--- src/rtl/shift_engine.sv ---
// Bit-serial shift/rotate engine: one command per start/busy/done handshake, one bit per clock.
// Rotate modes are built only when SHIFT_ENGINE_ROTATE_EN is defined; otherwise they act as hold.
module shift_engine #(
  parameter  int N  = 8,
  localparam int AW = $clog2(N+1)
) (
  input  logic          clock,
  input  logic          reset,
  input  logic          start,
  input  logic [2:0]    mode,
  input  logic [AW-1:0] amount,
  input  logic [N-1:0]  data_in,
  input  logic          serial_in,
  output logic [N-1:0]  data_out,
  output logic          serial_out,
  output logic          busy,
  output logic          done
);

  typedef enum logic {IDLE, SHIFT} state_t;

  localparam logic [2:0] M_CLR = 3'b000;
  localparam logic [2:0] M_LD  = 3'b111;
  localparam logic [2:0] M_SLL = 3'b100;
  localparam logic [2:0] M_SRL = 3'b001;
  localparam logic [2:0] M_SRA = 3'b011;
  localparam logic [2:0] M_ROL = 3'b110;
  localparam logic [2:0] M_ROR = 3'b010;

  state_t        state_q, state_d;
  logic [AW-1:0] cnt_q, cnt_d;
  logic [2:0]    mode_q, mode_d;
  logic [N-1:0]  data_q, data_d;
  logic          sout_q, sout_d;
  logic          done_q, done_d;

  logic [N-1:0]  step_dat;
  logic          step_out;
  logic [AW-1:0] amt_clamped;

  function automatic logic is_shift(input logic [2:0] m);
    case (m)
      M_SLL, M_SRL, M_SRA: return 1'b1;
`ifdef SHIFT_ENGINE_ROTATE_EN
      M_ROL, M_ROR:        return 1'b1;
`endif
      default:             return 1'b0;
    endcase
  endfunction

  assign amt_clamped = (amount > AW'(N)) ? AW'(N) : amount;

  // Single-bit step for the latched mode; step_out is the bit leaving the register.
  always_comb begin
    step_dat = data_q;
    step_out = sout_q;
    case (mode_q)
      M_SLL: begin step_out = data_q[N-1]; step_dat = {data_q[N-2:0], serial_in};   end
      M_SRL: begin step_out = data_q[0];   step_dat = {serial_in, data_q[N-1:1]};   end
      M_SRA: begin step_out = data_q[0];   step_dat = {data_q[N-1], data_q[N-1:1]}; end
`ifdef SHIFT_ENGINE_ROTATE_EN
      M_ROL: begin step_out = data_q[N-1]; step_dat = {data_q[N-2:0], data_q[N-1]}; end
      M_ROR: begin step_out = data_q[0];   step_dat = {data_q[0], data_q[N-1:1]};   end
`endif
      default: ;
    endcase
  end

  always_comb begin
    state_d = state_q;
    cnt_d   = cnt_q;
    mode_d  = mode_q;
    data_d  = data_q;
    sout_d  = sout_q;
    done_d  = 1'b0;
    case (state_q)
      IDLE: begin
        if (start) begin
          if (is_shift(mode) && (amt_clamped != '0)) begin
            state_d = SHIFT;
            cnt_d   = amt_clamped;
            mode_d  = mode;
          end else begin
            // Clear, load, hold, disabled rotates and zero-distance shifts finish here.
            done_d = 1'b1;
            if (mode == M_CLR)     data_d = '0;
            else if (mode == M_LD) data_d = data_in;
          end
        end
      end
      SHIFT: begin
        data_d = step_dat;
        sout_d = step_out;
        cnt_d  = cnt_q - AW'(1);
        if (cnt_q == AW'(1)) begin
          state_d = IDLE;
          done_d  = 1'b1;
        end
      end
      default: state_d = IDLE;
    endcase
  end

  always_ff @(posedge clock or posedge reset) begin
    if (reset) begin
      state_q <= IDLE;
      cnt_q   <= '0;
      mode_q  <= '0;
      data_q  <= '0;
      sout_q  <= 1'b0;
      done_q  <= 1'b0;
    end else begin
      state_q <= state_d;
      cnt_q   <= cnt_d;
      mode_q  <= mode_d;
      data_q  <= data_d;
      sout_q  <= sout_d;
      done_q  <= done_d;
    end
  end

  assign data_out   = data_q;
  assign serial_out = sout_q;
  assign busy       = (state_q == SHIFT);
  assign done       = done_q;

endmodule

--- config.mk ---
export PLATFORM = sky130hd
export DESIGN_NAME = shift_engine
export DESIGN_NICKNAME = d
export VERILOG_FILES = /design/src/rtl/shift_engine.sv
export SDC_FILE = /design/constraint.sdc
export NUM_CORES = 1
export LEC_CHECK = 0
export ABC_AREA = 0
export CORE_UTILIZATION = 50
export CTS_CLUSTER_SIZE = 24
export DETAILED_ROUTE_END_ITERATION = 10
export MAX_ROUTING_LAYER = met4
export PLACE_DENSITY = 0.83
export SLEW_MARGIN = 20
export SYNTH_ARGS = -nofsm -noshare
export SYNTH_HDL_FRONTEND = slang
export SYNTH_SLANG_ARGS = --single-unit
--- constraint.sdc ---
create_clock -name clock -period 2.39 [get_ports clock]
set_input_delay 0.478 -clock clock [delete_from_list [all_inputs] [get_ports clock]]
set_output_delay 0.478 -clock clock [all_outputs]
set_load 0.05 [all_outputs]
Word level (Yosys, flattened, before mapping)
Cells that the tools add are included.
{"block": "totals", "word_cells": 58, "in_bits": 19, "regBits": 18, "output_inout_bits": 11}
{"block": "classes", "bitwise": 1, "n_lt_le_gt_ge": 1, "n_reduce_logical": 11, "n_eq_ne": 15, "n_mux": 22, "n_addsub": 1}
{"op": "2-to-1 mux 8 bit", "n": 4}
{"op": "case mux 8 bit (3 select lines)", "n": 1}
{"op": "case mux 8 bit (2 select lines)", "n": 1}
{"op": "2-to-1 mux 4 bit", "n": 3}
{"op": "== test 3 bit (second input constant)", "n": 3}
{"op": "2-to-1 mux 1 bit", "n": 9}
{"op": "!= test 2 bit (second input constant)", "n": 4}
{"op": "case mux 4 bit (2 select lines)", "n": 1}
{"op": "== test 3 x 1 -> 1 bit (second input constant)", "n": 2}
{"op": "== test 3 x 2 -> 1 bit (second input constant)", "n": 2}
{"op": "case mux 1 bit (2 select lines)", "n": 3}
{"op": "AND reduction 5 bit", "n": 1}
{"op": "== test 4 x 1 -> 1 bit (second input constant)", "n": 1}
{"op": "greater-than comparator 4 bit (second input constant)", "n": 1}
{"op": "!= test 4 x 1 -> 1 bit (second input constant)", "n": 1}
{"op": "AND reduction 2 bit", "n": 2}
{"op": "AND reduction 4 bit", "n": 1}
{"op": "nonzero test 4 bit", "n": 1}
{"op": "subtractor 4 x 1 -> 4 bit (second input constant)", "n": 1}
{"op": "logical NOT 3 bit", "n": 1}
{"op": "!= test 3 x 1 -> 1 bit (second input constant)", "n": 1}
{"op": "!= test 3 bit (second input constant)", "n": 1}
{"op": "AND reduction 3 bit", "n": 1}
{"op": "OR reduction 3 bit", "n": 1}
{"op": "4 further kinds", "n": 4}

Logic depth before layout (Yosys ltp)
{"block": "depth", "depth_word": 9, "mapped_depth": 5, "mapped_depth_nobuf": 5}

Worst setup path after synthesis
Ideal clock, no wire load.
{"block": "synth_path", "kind": "reg2reg", "start": "register state_q (netlist: busy)", "end": "register data_q[0] (netlist: data_out[0])", "path_buffers": 1, "path_stages_with_launch": 5, "path_slack_ps": 620, "arrival_time_ps": 1645, "setup_time_ps": 125, "synth_period_minus_slack_ps": 1770, "required_time_ps": 2265, "path_cell_list": "dfrtp_1 > buf_2 > nand2b_1 > o21ai_2 > mux2_2"}
{"block": "synth_between", "elab_chain_cells": 3, "elab_cells_between_ends": 7, "cone_classes": "eq/ne: 4; mux: 1; bitwise: 1; reduce/logical: 1"}
{"item": "start: declaration", "line_no": "30", "rtl": "state_t state_q, state_d;"}
{"item": "start signal: assignment", "line_no": "113", "rtl": "state_q <= state_d;"}
{"item": "NOT 1 bit (no line)"}
{"item": "!= test 3 bit (no line) / != test 2 bit (equally long branches)"}
{"item": "AND reduction 4 bit (no line)"}
{"item": "end signal: assignment", "line_no": "116", "rtl": "data_q <= data_d;"}
{"item": "end: declaration", "line_no": "33", "rtl": "logic [N-1:0] data_q, data_d;"}
Parallel ways exist; a longest one is shown, timed or not.
A chain may end at the register's enable or synchronous reset.

Worst setup path after layout
{"block": "layout_path", "start": "register data_q[0] (netlist: data_out[0])", "end": "output data_out[0]"}
{"item": "end: declaration", "line_no": "14", "rtl": "output logic [N-1:0] data_out,"}
No word-level cell between the ends.

==> impl_metrics.xml <==
<?xml version="1.0" encoding="UTF-8"?>
<metrics>
  <group name="synthesis">
    <metric name="post_synth_num_cell_types" unit="">31</metric>
    <metric name="synth.net_count" unit="">113</metric>
    <metric name="synth-seq-cells" unit="">18</metric>
    <metric name="ys_dominant_reg_cell" unit="">dfrtp_1</metric>
    <metric name="synth-edff-count" unit="">0</metric>
    <metric name="syn-instance-count" unit="">92</metric>
    <metric name="postSynthAreaPerCell" unit="um2">11.6</metric>
    <metric name="synth.cell_area" unit="um2">1070</metric>
    <metric name="async_flop_share" unit="">1.00</metric>
    <metric name="synth_top_area_share" unit="">0.423</metric>
    <metric name="synth_top_cell_by_area" unit="">dfrtp_1</metric>
    <metric name="yosysSeqAreaShare" unit="">0.423</metric>
    <metric name="synth.most_common_cell" unit="">mux2_2</metric>
    <metric name="synth_area_leaders" unit="">dfrtp_1 (42%), mux2_2 (20%), a22o_1 (8.2%), xor2_1 (3.3%), ha_1 (2.3%)</metric>
    <metric name="synth-warning-count" unit="">0</metric>
    <metric name="yosys-top-cells-count" unit="">mux2_2 (19), dfrtp_1 (18), a22o_1 (10), inv_1 (4), xor2_1 (4)</metric>
  </group>
  <group name="timing">
    <metric name="number_of_hold_violations_in_the_final_report" unit="">0</metric>
    <metric name="max-slew-margin-rel" unit="">0.530</metric>
    <metric name="setup_tns" unit="ns">0</metric>
    <metric name="setup_viol" unit="">0</metric>
    <metric name="final_min_period_over_clock_period" unit="">0.832</metric>
    <metric name="finalMaxSlewViolations" unit="">0</metric>
    <metric name="finalClockSkew" unit="ns">0.00537</metric>
    <metric name="rsz_0062_raised_after_global_routing" unit="">false</metric>
    <metric name="finalWorstPathRequiredPeriod" unit="ns">1.99</metric>
    <metric name="worstMarginPinSlew" unit="ns">0.704</metric>
    <metric name="layout_setup_ws" unit="ns">0.402</metric>
    <metric name="max_clock_freq" unit="MHz">503</metric>
    <metric name="whs" unit="ns">0.501</metric>
  </group>
  <group name="die">
    <metric name="die_w" unit="um">48.2</metric>
    <metric name="row_count" unit="">16</metric>
    <metric name="chipHeight" unit="um">48.2</metric>
    <metric name="ioPinCount" unit="">30</metric>
    <metric name="start_util" unit="">0.538</metric>
    <metric name="die_area" unit="um2">2320</metric>
    <metric name="design.core.area" unit="um2">1980</metric>
  </group>
  <group name="drt">
    <metric name="total_via_count_after_detailed_routing" unit="">834</metric>
    <metric name="wl_per_cell" unit="um">15.1</metric>
    <metric name="drtAntennaViolNets" unit="">0</metric>
    <metric name="remaining_drc_errors" unit="">0</metric>
    <metric name="detail_route.vias_per_cell" unit="">5.60</metric>
    <metric name="first_iter_violations" unit="">15</metric>
    <metric name="drt_pass1_iterations" unit="">4</metric>
    <metric name="routed_wirelength" unit="um">2260</metric>
  </group>
  <group name="run_status">
    <metric name="outcome" unit="">finished, final reports clean</metric>
  </group>
  <group name="clocking">
    <metric name="max-clock-path-buffers" unit="">2</metric>
    <metric name="cts_clock_pin_slew_for_the_worst_setup_and_hold_paths" unit="ns">0.10</metric>
    <metric name="cts_repair_resize_count" unit="">0</metric>
    <metric name="later_pin_clock_latency_in_the_skew_report" unit="ns">0.28</metric>
    <metric name="clock_tree.root_cell" unit="">clkbuf_4</metric>
    <metric name="cts_setup_buffers" unit="">0</metric>
    <metric name="tritoncts" unit="">yes</metric>
    <metric name="cts_buffers" unit="">3</metric>
    <metric name="cts_hold_buf" unit="">0</metric>
    <metric name="htree_levels" unit="">1</metric>
    <metric name="clock_sinks" unit="">18</metric>
  </group>
  <group name="worst_setup_path">
    <metric name="cp-start-kind" unit="">flop</metric>
    <metric name="crit_chain" unit="">clkdlybuf4s50_1</metric>
    <metric name="critical_path.n_buffers_inverters" unit="">1</metric>
    <metric name="cp-end-kind" unit="">primary output</metric>
    <metric name="worst-setup-path-type" unit="">reg2out</metric>
    <metric name="worstPathMaxFanout" unit="">4</metric>
    <metric name="critical-path-top-delay-family" unit="">buffers and inverters</metric>
    <metric name="critical_path.max_stage_delay" unit="ns">0.82</metric>
    <metric name="worst_ep_required_time" unit="ns">1.91</metric>
    <metric name="library_cell_contributing_the_largest_single_delay_on_the_critical_path" unit="">clkdlybuf4s50_1</metric>
    <metric name="worstPathArrival" unit="ns">1.51</metric>
  </group>
  <group name="cells_and_area">
    <metric name="final_cell_area" unit="um2">1410</metric>
    <metric name="n_antenna_cell" unit="">0</metric>
    <metric name="drive_gt1_frac" unit="">0.230</metric>
    <metric name="num-nets-final" unit="">145</metric>
    <metric name="final.fill_count" unit="">157</metric>
    <metric name="area_growth" unit="%">31.9</metric>
  </group>
  <group name="global_route">
    <metric name="grt_util_all_layers" unit="">0.219</metric>
    <metric name="number_of_antenna_violations_at_the_first_check_in_global_routing" unit="">0</metric>
    <metric name="pin_count_of_the_biggest_net_entering_global_routing" unit="">20</metric>
    <metric name="grt_first_pass_wirelength" unit="um">3370</metric>
    <metric name="grt-ovfl-total" unit="">0</metric>
    <metric name="via_count_of_the_first_global_routing_pass" unit="">804</metric>
  </group>
  <group name="power_and_ir_drop">
    <metric name="cellPowerDensity" unit="nW/um2">1470</metric>
    <metric name="totalPowerFinal" unit="mW">2.07</metric>
    <metric name="power_leakage" unit="nW">0.613</metric>
    <metric name="peakVddDrop" unit="V">0.000825</metric>
  </group>
  <group name="placed_design">
    <metric name="post-place-ws" unit="ns">0.185</metric>
    <metric name="port-buffer-count" unit="">29</metric>
    <metric name="placed_area" unit="um2">1380</metric>
    <metric name="gp_routability_congestion" unit="">0.794</metric>
    <metric name="dp_hpwl" unit="um">1690</metric>
  </group>
  <group name="flow_run">
    <metric name="drv.max_cap_violation_count" unit="">0</metric>
  </group>
  <group name="hold_path">
    <metric name="class_of_the_tightest_hold_or_removal_check" unit="">reg2reg</metric>
  </group>
</metrics>
-- through the flow --
step / utilization / instances
5_1_grt: 0.710 / 149
2_1_floorplan: - / 92
4_1_cts: 0.710 / 149
6_report: 0.710 / 149
3_3_place_gp: 0.698 / 146
3_5_place_dp: 0.698 / 146
-- routing by layer --
metal,global-route usage,share of wire
met1,0.241,0.42
met2,0.405,0.55
met3,0.0222,0.029
met4,0.0722,0.0062
met5,-,0
-- worst paths after layout --
check	startpoint	to	slack, ns	cells past startpoint
setup / recovery	data_out[0]	data_out[0]	0.40	1
hold / removal	serial_out	serial_out	0.50	2
setup reg to reg	mode_q[0]	data_out[2]	0.63	4
hold reg to reg	serial_out	serial_out	0.50	2
max in group asynchronous	reset	cnt_q[0]	1.35	2
min in group asynchronous	reset	done	0.60	2
-- power by group --
part	switching, mW	internal, mW	total, mW
Combinational	0.689	0.632	1.32
Clock	0.0902	0.0584	0.149
Sequential	0.143	0.460	0.603
-- sequential cells by signal, indices dropped and copies added, names as in the netlist --
signal	flops
busy	1
done	1
data_out	8
cnt_q	4
serial_out	1
mode_q	3
-- cell usage in the layout (no fill, tap or decap), types with 2 or more instances in the layout --
master           synthesis  routed
nor2b_1                  3       3
mux2i_1                  2       2
ha_1                     2       2
mux2_2                  19      19
clkdlybuf4s50_1          0      29
nor2_1                   3       3
nand2b_1                 3       3
clkbuf_4                 0       3
inv_1                    4       4
a22o_1                  10      10
dfrtp_1                 18      18
xor2_1                   4       4
o21ai_0                  3       3
-- layout make-up --
cell class | instances | area (um2) | share of cell area
inverters | 4 | 15.0 | 0.0107
flip-flops and latches | 18 | 450 | 0.320
repair buffers | 30 | 298 | 0.212
well taps | 27 | 33.8 | 0.0240
clock buffers | 3 | 22.5 | 0.0160
multi-input cells | 67 | 587 | 0.417
-- logic make-up after synthesis --
group | count (synthesis) | synth area share
fa+ha+maj | 2 | 0.0235
simple gates | 19 | 0.112
xor+xnor | 4 | 0.0329
flops | 18 | 0.423
compound gates | 21 | 0.163
mux | 21 | 0.219
buf+inv | 7 | 0.0270
Power figures use the tool's default switching activity.
